[config.mk]
export PLATFORM = sky130hd
export DESIGN_NAME = seg7_scan_driver
export DESIGN_NICKNAME = d
export VERILOG_FILES = /design/src/rtl/seg7_pkg.sv /design/src/rtl/seg7_decoder.sv /design/src/rtl/seg7_scan_driver.sv
export SDC_FILE = /design/constraint.sdc
export NUM_CORES = 1
export LEC_CHECK = 0
export ABC_AREA = 0
export CORE_MARGIN = 10
export CORE_UTILIZATION = 50
export CTS_CLUSTER_SIZE = 30
export DETAILED_ROUTE_END_ITERATION = 8
export GPL_ROUTABILITY_DRIVEN = 0
export PLACE_DENSITY = 0.76
export SYNTH_ARGS = -nofsm -noshare
export SYNTH_HDL_FRONTEND = slang
export SYNTH_SLANG_ARGS = --single-unit
[constraint.sdc]
create_clock -name clk -period 7.5 [get_ports clk]
set_input_delay 1.5 -clock clk [delete_from_list [all_inputs] [get_ports clk]]
set_output_delay 1.5 -clock clk [all_outputs]
set_load 0.03 [all_outputs]
[src/rtl/seg7_pkg.sv]
// Shared seven-segment definitions: active-high {g,f,e,d,c,b,a} glyph patterns
// and the nibble-to-glyph decode.
package seg7_pkg;

  localparam logic [6:0] SEG_0   = 7'h3F;
  localparam logic [6:0] SEG_1   = 7'h06;
  localparam logic [6:0] SEG_2   = 7'h5B;
  localparam logic [6:0] SEG_3   = 7'h4F;
  localparam logic [6:0] SEG_4   = 7'h66;
  localparam logic [6:0] SEG_5   = 7'h6D;
  localparam logic [6:0] SEG_6   = 7'h7D;
  localparam logic [6:0] SEG_7   = 7'h07;
  localparam logic [6:0] SEG_8   = 7'h7F;
  localparam logic [6:0] SEG_9   = 7'h6F;
  localparam logic [6:0] SEG_A   = 7'h77;
  localparam logic [6:0] SEG_B   = 7'h7C;
  localparam logic [6:0] SEG_C   = 7'h39;
  localparam logic [6:0] SEG_D   = 7'h5E;
  localparam logic [6:0] SEG_E   = 7'h79;
  localparam logic [6:0] SEG_F   = 7'h71;
  localparam logic [6:0] SEG_OFF = 7'h00;

  // Values 10..15 are dark unless hex glyphs are enabled.
  function automatic logic [6:0] nibble_to_seg(input logic [3:0] nibble, input logic hex_en);
    logic [6:0] glyph;
    case (nibble)
      4'h0: glyph = SEG_0;
      4'h1: glyph = SEG_1;
      4'h2: glyph = SEG_2;
      4'h3: glyph = SEG_3;
      4'h4: glyph = SEG_4;
      4'h5: glyph = SEG_5;
      4'h6: glyph = SEG_6;
      4'h7: glyph = SEG_7;
      4'h8: glyph = SEG_8;
      4'h9: glyph = SEG_9;
      4'hA: glyph = hex_en ? SEG_A : SEG_OFF;
      4'hB: glyph = hex_en ? SEG_B : SEG_OFF;
      4'hC: glyph = hex_en ? SEG_C : SEG_OFF;
      4'hD: glyph = hex_en ? SEG_D : SEG_OFF;
      4'hE: glyph = hex_en ? SEG_E : SEG_OFF;
      default: glyph = hex_en ? SEG_F : SEG_OFF;
    endcase
    return glyph;
  endfunction

endpackage

[src/rtl/seg7_decoder.sv]
// Combinational nibble-to-segment decoder, active-high output.
module seg7_decoder
  import seg7_pkg::*;
#(
  parameter int HEX_EN = 0
) (
  input  logic [3:0] nibble,
  output logic [6:0] seg
);

  localparam logic HEX_ON = (HEX_EN != 0);

  always_comb begin
    seg = nibble_to_seg(nibble, HEX_ON);
  end

endmodule

[src/rtl/seg7_scan_driver.sv]
// Time-multiplexed 8-digit seven-segment scanner with per-frame input snapshot
// and blanking guard cycles around each digit's display window.
module seg7_scan_driver
  import seg7_pkg::*;
#(
  parameter int CLK_HZ     = 100_000_000,
  parameter int SLOT_HZ    = 8_000,
  parameter int N_DIGITS   = 8,
  parameter int BLANK_CYC  = 16,
  parameter int HEX_EN     = 0,
  parameter int ACTIVE_LOW = 1
) (
  input  logic                    clk,
  input  logic                    reset,
  input  logic [4*N_DIGITS-1:0]   digits_in,
  input  logic [N_DIGITS-1:0]     dp_in,
  input  logic [N_DIGITS-1:0]     blank_in,
  output logic [N_DIGITS-1:0]     an,
  output logic [6:0]              seg,
  output logic                    dp,
  output logic                    frame_done
);

  localparam int   DIV = CLK_HZ / SLOT_HZ;
  localparam int   PW  = $clog2(DIV);
  localparam int   IW  = (N_DIGITS > 1) ? $clog2(N_DIGITS) : 1;
  localparam logic POL = (ACTIVE_LOW != 0);

  logic [PW-1:0]               p;
  logic [IW-1:0]               idx;
  logic                        tick;
  logic                        last;
  logic [N_DIGITS-1:0][3:0]    snap_digits;
  logic [N_DIGITS-1:0]         snap_dp;
  logic [N_DIGITS-1:0]         snap_blank;
  logic [3:0]                  cur_nib;
  logic [6:0]                  dec_seg;
  logic                        win;
  logic                        upd;
  logic [N_DIGITS-1:0]         an_hot;

  assign tick       = (p == PW'(DIV - 1));
  assign last       = (idx == IW'(N_DIGITS - 1));
  assign frame_done = tick && last;

  always_ff @(posedge clk or posedge reset) begin
    if (reset) begin
      p   <= '0;
      idx <= '0;
    end else begin
      p <= tick ? '0 : p + 1'b1;
      if (tick) idx <= last ? '0 : idx + 1'b1;
    end
  end

  // Inputs are captured only at the frame boundary so a frame never tears.
  always_ff @(posedge clk or posedge reset) begin
    if (reset) begin
      snap_digits <= '0;
      snap_dp     <= '0;
      snap_blank  <= '1;
    end else if (frame_done) begin
      snap_digits <= digits_in;
      snap_dp     <= dp_in;
      snap_blank  <= blank_in;
    end
  end

  assign cur_nib = snap_digits[idx];

  seg7_decoder #(
    .HEX_EN(HEX_EN)
  ) u_decoder (
    .nibble(cur_nib),
    .seg   (dec_seg)
  );

  // Window excludes p == DIV-1 so adjacent slots never overlap at the pins.
  always_comb begin
    win    = !snap_blank[idx] && (int'(p) >= BLANK_CYC) && (int'(p) <= DIV - 2);
    upd    = (int'(p) < BLANK_CYC);
    an_hot = '0;
    if (win) an_hot[idx] = 1'b1;
  end

  always_ff @(posedge clk or posedge reset) begin
    if (reset) begin
      an  <= {N_DIGITS{POL}};
      seg <= {7{POL}};
      dp  <= POL;
    end else begin
      an <= an_hot ^ {N_DIGITS{POL}};
      if (upd) begin
        seg <= (snap_blank[idx] ? SEG_OFF : dec_seg) ^ {7{POL}};
        dp  <= (snap_dp[idx] && !snap_blank[idx]) ^ POL;
      end
    end
  end

endmodule

# Yosys cells after proc, flatten, opt, wreduce, memory -nomap -nowiden
# Memories as Yosys holds them, arrays and structs flattened.
# Cells that the tools add are included.
# Widths: inputs -> output; s select.
[totals] in_bits=50 n_memories=1 elab_cells=46 romBits=112 reg_bits=81 output_inout_bits=17
[classes] mux=12 order_cmp=5 n_bitwise=3 reduce_logical=6 n_eq_ne=2 n_addsub=2
[mem_list] name="(name not given)" depth=16 word_bits=7 rd=1 rd_clocked_by_memory_dff=0 write_ports=0 line="seg7_pkg.sv:26" source="case (nibble)"
[op_table] operator="$add 14x1->14 const B" count=1
[op_table] operator="$eq 14x14->1 const B" count=1
[op_table] operator="$ge 14x5->1 const B" count=1
[op_table] operator="$le 14x14->1 const B" count=1
[op_table] operator="$lt 14x5->1 const B" count=1
[op_table] operator="$mux 14" count=1
[op_table] operator="$bmux 4 s3" count=1
[op_table] operator="$mux 8" count=1
[op_table] operator="$not 8->8" count=1
[op_table] operator="$mux 7" count=1
[op_table] operator="$not 7->7" count=1
[op_table] operator="$bmux 1 s3" count=2
[op_table] operator="$logic_and 1x1->1" count=5
[op_table] operator="$lt 3x4->1 const B" count=1
[op_table] operator="$mux 4" count=1
[op_table] operator="$add 3x1->3 const B" count=1
[op_table] operator="$demux 1 s3" count=1
[op_table] operator="$eq 3x3->1 const B" count=1
[op_table] operator="$ge 3x1->1 const B" count=1
[op_table] operator="$mux 1" count=3
[op_table] operator="$mux 3" count=1
[op_table] operator="$logic_not 1->1" count=1
[op_table] operator="$not 1->1" count=1

# Depth between registers and ports, before layout
[logic_depth] word_depth=7 mapped_depth=11 ltp_nobuf=9

# Hierarchy
# A second synthesis with hierarchy kept.
[hier_totals] cells_unflattened=316 hier_area_um2=3941.3
[modules_own_cells] module="seg7_scan_driver" seq_area_each_um2=2057.0 area_each_um2=3721.1 n_inst=1 cells_each=288
[modules_own_cells] module="seg7_decoder" seq_area_each_um2=0.0 area_each_um2=220.2 n_inst=1 cells_each=28

# Least setup slack after synthesis
# Ideal clock, no wire load.
[synth_timing] path_kind="register to output" start="register p[2]" end="output port frame_done" arrival_ns=1.331 required_time_ns=6.000 stages_incl_launch_ff=4 path_slack_ns=4.669 path_cell_list="dfrtp_1 > or3_4 > nor3_1 > and3_1"
[synth_via] elab_chain_cells=2
[synth_lines] item="from (decl)" line="seg7_scan_driver.sv:29" source="logic [PW-1:0] p;"
[synth_lines] item="from (signal assigned)" line="seg7_scan_driver.sv:51" source="p <= tick ? '0 : p + 1'b1;"
[synth_lines] item="$eq 14x14->1" line="seg7_scan_driver.sv:42" source="assign tick = (p == PW'(DIV - 1));"
[synth_lines] item="$logic_and 1x1->1" line="seg7_scan_driver.sv:44" source="assign frame_done = tick && last;"
[synth_lines] item="to (decl)" line="seg7_scan_driver.sv:21" source="output logic frame_done"
# Every way passes these cells.

# Worst setup path after layout
[layout_timing] start="register idx[0]" end="output port frame_done"
[layout_via] elab_chain_cells=2
[layout_lines] item="from (decl)" line="seg7_scan_driver.sv:30" source="logic [IW-1:0] idx;"
[layout_lines] item="from (signal assigned)" line="seg7_scan_driver.sv:52" source="if (tick) idx <= last ? '0 : idx + 1'b1;"
[layout_lines] item="$eq 3x3->1" line="seg7_scan_driver.sv:43" source="assign last = (idx == IW'(N_DIGITS - 1));"
[layout_lines] item="$logic_and 1x1->1" line="seg7_scan_driver.sv:44"
# Every way passes these cells.

==> flow_metrics.tcl <==
set metrics [dict create \
    status "complete, no violations" \
    relSlewSlack 0.3460 \
    timing.final.crit_share 0.5548 \
    ys_ff_latch 81 \
    first_pass_iters 4 \
    routed_via_density 5.373 \
    p_total_mw 0.8251 \
    finClkSkew_ns 0.005677 \
    tightest_slew_ns 0.9537 \
    slowest_stage "dfrtp_1" \
    fin_setup_tns_ns 0 \
    vias 2563 \
    wl_per_cell_microns 16.67 \
    syn_nets 366 \
    drv_cap 0 \
    critical_path_class "reg2out" \
    numCtsBuffers 9 \
    num-nets-final 429 \
    dieArea_sq_um 12090 \
    die_width_microns 110.0 \
    synth_top_area_cell "dfrtp_1" \
    n_antenna_cell 0 \
    synth_cell_types 54 \
    coreArea_sq_um 7807 \
    fmax_ghz 0.2403 \
    rsz0062_at_grt "false" \
    setup_violations 0 \
    required_ns 6.00 \
    synthTopCellsByArea "dfrtp_1 35%, dfstp_2 16%, mux2_4 8.5%, mux2_2 8.3%, mux4_2 3.3%" \
    fp-row-count 32 \
    p_per_area_nw_per_um2 168.1 \
    hold_buffers 0 \
    crit_fanout 24 \
    finalCriticalPeriod_ns 4.161 \
    regArea_sq_um 2057 \
    ctsResizeCount 0 \
    cts_tree "done" \
    drive_gt1_frac 0.3093 \
    htreeDepth 3 \
    hold_viol 0 \
    io_buffers 66 \
    end_kind "primary output" \
    areaGrowthSynthToFinish_pct 21.27 \
    clk_path_buf_depth 2 \
    yosysWarnings 0 \
    critPathArrivalTime_ns 2.66 \
    clk_latency_ns 0.35 \
    critical_path.most_common_cell "ha_1" \
    holdPathStages 2 \
    grt_pass1_wl_mm 12.70 \
    drc 0 \
    final_max_slew_viol_count 0 \
    place_hpwl_mm 5.879 \
    grt_usage 0.1336 \
    finalWirelength_mm 7.951 \
    synth-async-reset-ratio 1.000 \
    start_util 0.5183 \
    cp_cell_sequence "ha_1, ha_1, and3_1, clkdlybuf4s50_1" \
    overflow 0 \
    ir_drop_uv 118.6 \
    cts.clk_slew.worst_paths_ns 0.07 \
    syn_inst 307 \
    yosysSeqAreaShare 0.5083 \
    fin_util 0.6285 \
    critPathMaxStageDelay_ns 0.96 \
    postRouteAntennaNets 0 \
    grt_max_degree 82 \
    grt_pass1_vias 2628 \
    cts_sinks 81 \
    hp-class "reg2reg" \
    start_kind "flip-flop" \
    synth-edff-count 0 \
    die_y_microns 110.0 \
    avgSynthCellArea_sq_um 13.18 \
    first_iter_violations 81 \
    syn_area_sq_um 4046 \
    post-cts-setup-buffers 0 \
    nFillCells 620 \
    multi_input_area_sq_um 1844 \
    p_leak_nw 2.108 \
    io-pin-count 67 \
    antenna_found_initial 0 \
    root_buffer "clkbuf_8" \
    synth_top_area_share 0.3525 \
    reg2regPathDepth 5 \
    ys.flop_type "dfrtp_1" \
]
==> area by class of cell <==
class / instances / share of cell area
clock buffer: 12 / 0.02958
sequential: 81 / 0.4192
multi-input combinational: 200 / 0.3758
clock inverter: 4 / 0.004080
tap: 102 / 0.02601
timing repair buffer: 68 / 0.1377
inverter: 10 / 0.007649
==> synthesized netlist by cell type (2+ instances only) <==
cell / instances
a211oi_1: 2
a211oi_2: 2
a21oi_1: 5
a221oi_2: 2
and3_1: 7
buf_2: 7
buf_6: 5
clkbuf_1: 2
dfrtp_1: 57
dfstp_2: 24
ha_1: 9
inv_1: 10
mux2_2: 30
mux2_4: 23
mux2i_1: 8
mux4_2: 6
nand2_1: 17
nand3_1: 10
nand3b_1: 2
nand4_1: 3
nor2_1: 20
nor3_1: 3
nor4_4: 3
o211ai_1: 3
o21ai_0: 6
o221ai_1: 2
o22a_1: 2
xnor2_1: 5
xor2_1: 7
==> registers in the layout (all words and copies together), names as in the netlist <==
signal       cells
dp               1
an               8
seg              7
snap_dp          8
idx              3
snap_digits     32
snap_blank       8
p               14
==> logic make-up after synthesis <==
kind of cell / Yosys count / synth area share
adder cells (fa/ha/maj): 9 / 0.02783
flip-flops: 81 / 0.5083
multiplexers: 67 / 0.2220
AND/OR/NAND/NOR: 80 / 0.1181
buffers and inverters: 26 / 0.03649
XOR/XNOR: 12 / 0.02597
AO/OA/AOI/OAI: 32 / 0.06123
==> cell usage in the layout (no fill, tap or decap), types with 3 or more instances in the layout <==
| cell type | instances |
|---|---|
| clkdlybuf4s50_1 | 66 |
| ha_1 | 9 |
| nand2_1 | 16 |
| nor3_1 | 3 |
| and3_1 | 7 |
| clkinv_2 | 4 |
| o21ai_0 | 6 |
| mux4_2 | 6 |
| dfstp_2 | 24 |
| o211ai_1 | 3 |
| clkbuf_8 | 10 |
| inv_1 | 9 |
| mux2i_1 | 8 |
| mux2_4 | 23 |
| xnor2_1 | 5 |
| a21oi_1 | 5 |
| nand3_1 | 10 |
| nor4_4 | 3 |
| mux2_2 | 30 |
| dfrtp_1 | 57 |
| nand4_1 | 3 |
| xor2_1 | 7 |
| nor2_1 | 20 |
==> routing by layer <==
metal  vias to the layer above  part of all wire  global-route usage
li1                       1222                 -                   -
met1                      1273              0.46              0.1776
met2                        56              0.46              0.2028
met3                        12             0.052             0.04096
met4                         0             0.019             0.04461
met5                         -                 0                   0
==> power breakdown <==
part | total (mW) | switching (mW) | internal [mW]
clock | 0.276 | 0.149 | 0.127
combinational | 0.0829 | 0.0327 | 0.0503
sequential | 0.466 | 0.00921 | 0.457
total | 0.825 | 0.191 | 0.634
==> path summary, 6_finish.rpt <==
path                         from              end  slack, ns
max                        idx[0]       frame_done       3.34
min                            dp               dp       0.46
max reg2reg                idx[0]           seg[0]       4.49
min reg2reg                    dp               dp       0.46
max in group asynchronous   reset             p[9]       5.11
min in group asynchronous   reset  snap_digits[14]       1.75
==> critical path, delay by kind of cell, from the launching register on <==
kind | cells | cell delay [ns]
flops | 1 | 0.96
simple gates | 1 | 0.19
buf+inv | 1 | 0.67
fa+ha+maj | 2 | 0.48
==> per-stage QoR <==
stage | hold WS [ns] | worst slack, ns | std cells | cell area, sq um
6_report | 0.4629 | 3.339 | 477 | 4907
3_5_place_dp | 0.4565 | 3.708 | 461 | 4742
3_3_place_gp | 0.4520 | 3.755 | 461 | 4742
5_1_grt | 0.4994 | 3.215 | 477 | 4907
2_1_floorplan | 0.4738 | 3.960 | 307 | 4046
4_1_cts | 0.4677 | 3.323 | 477 | 4907
(Power assumes the default switching activity.)
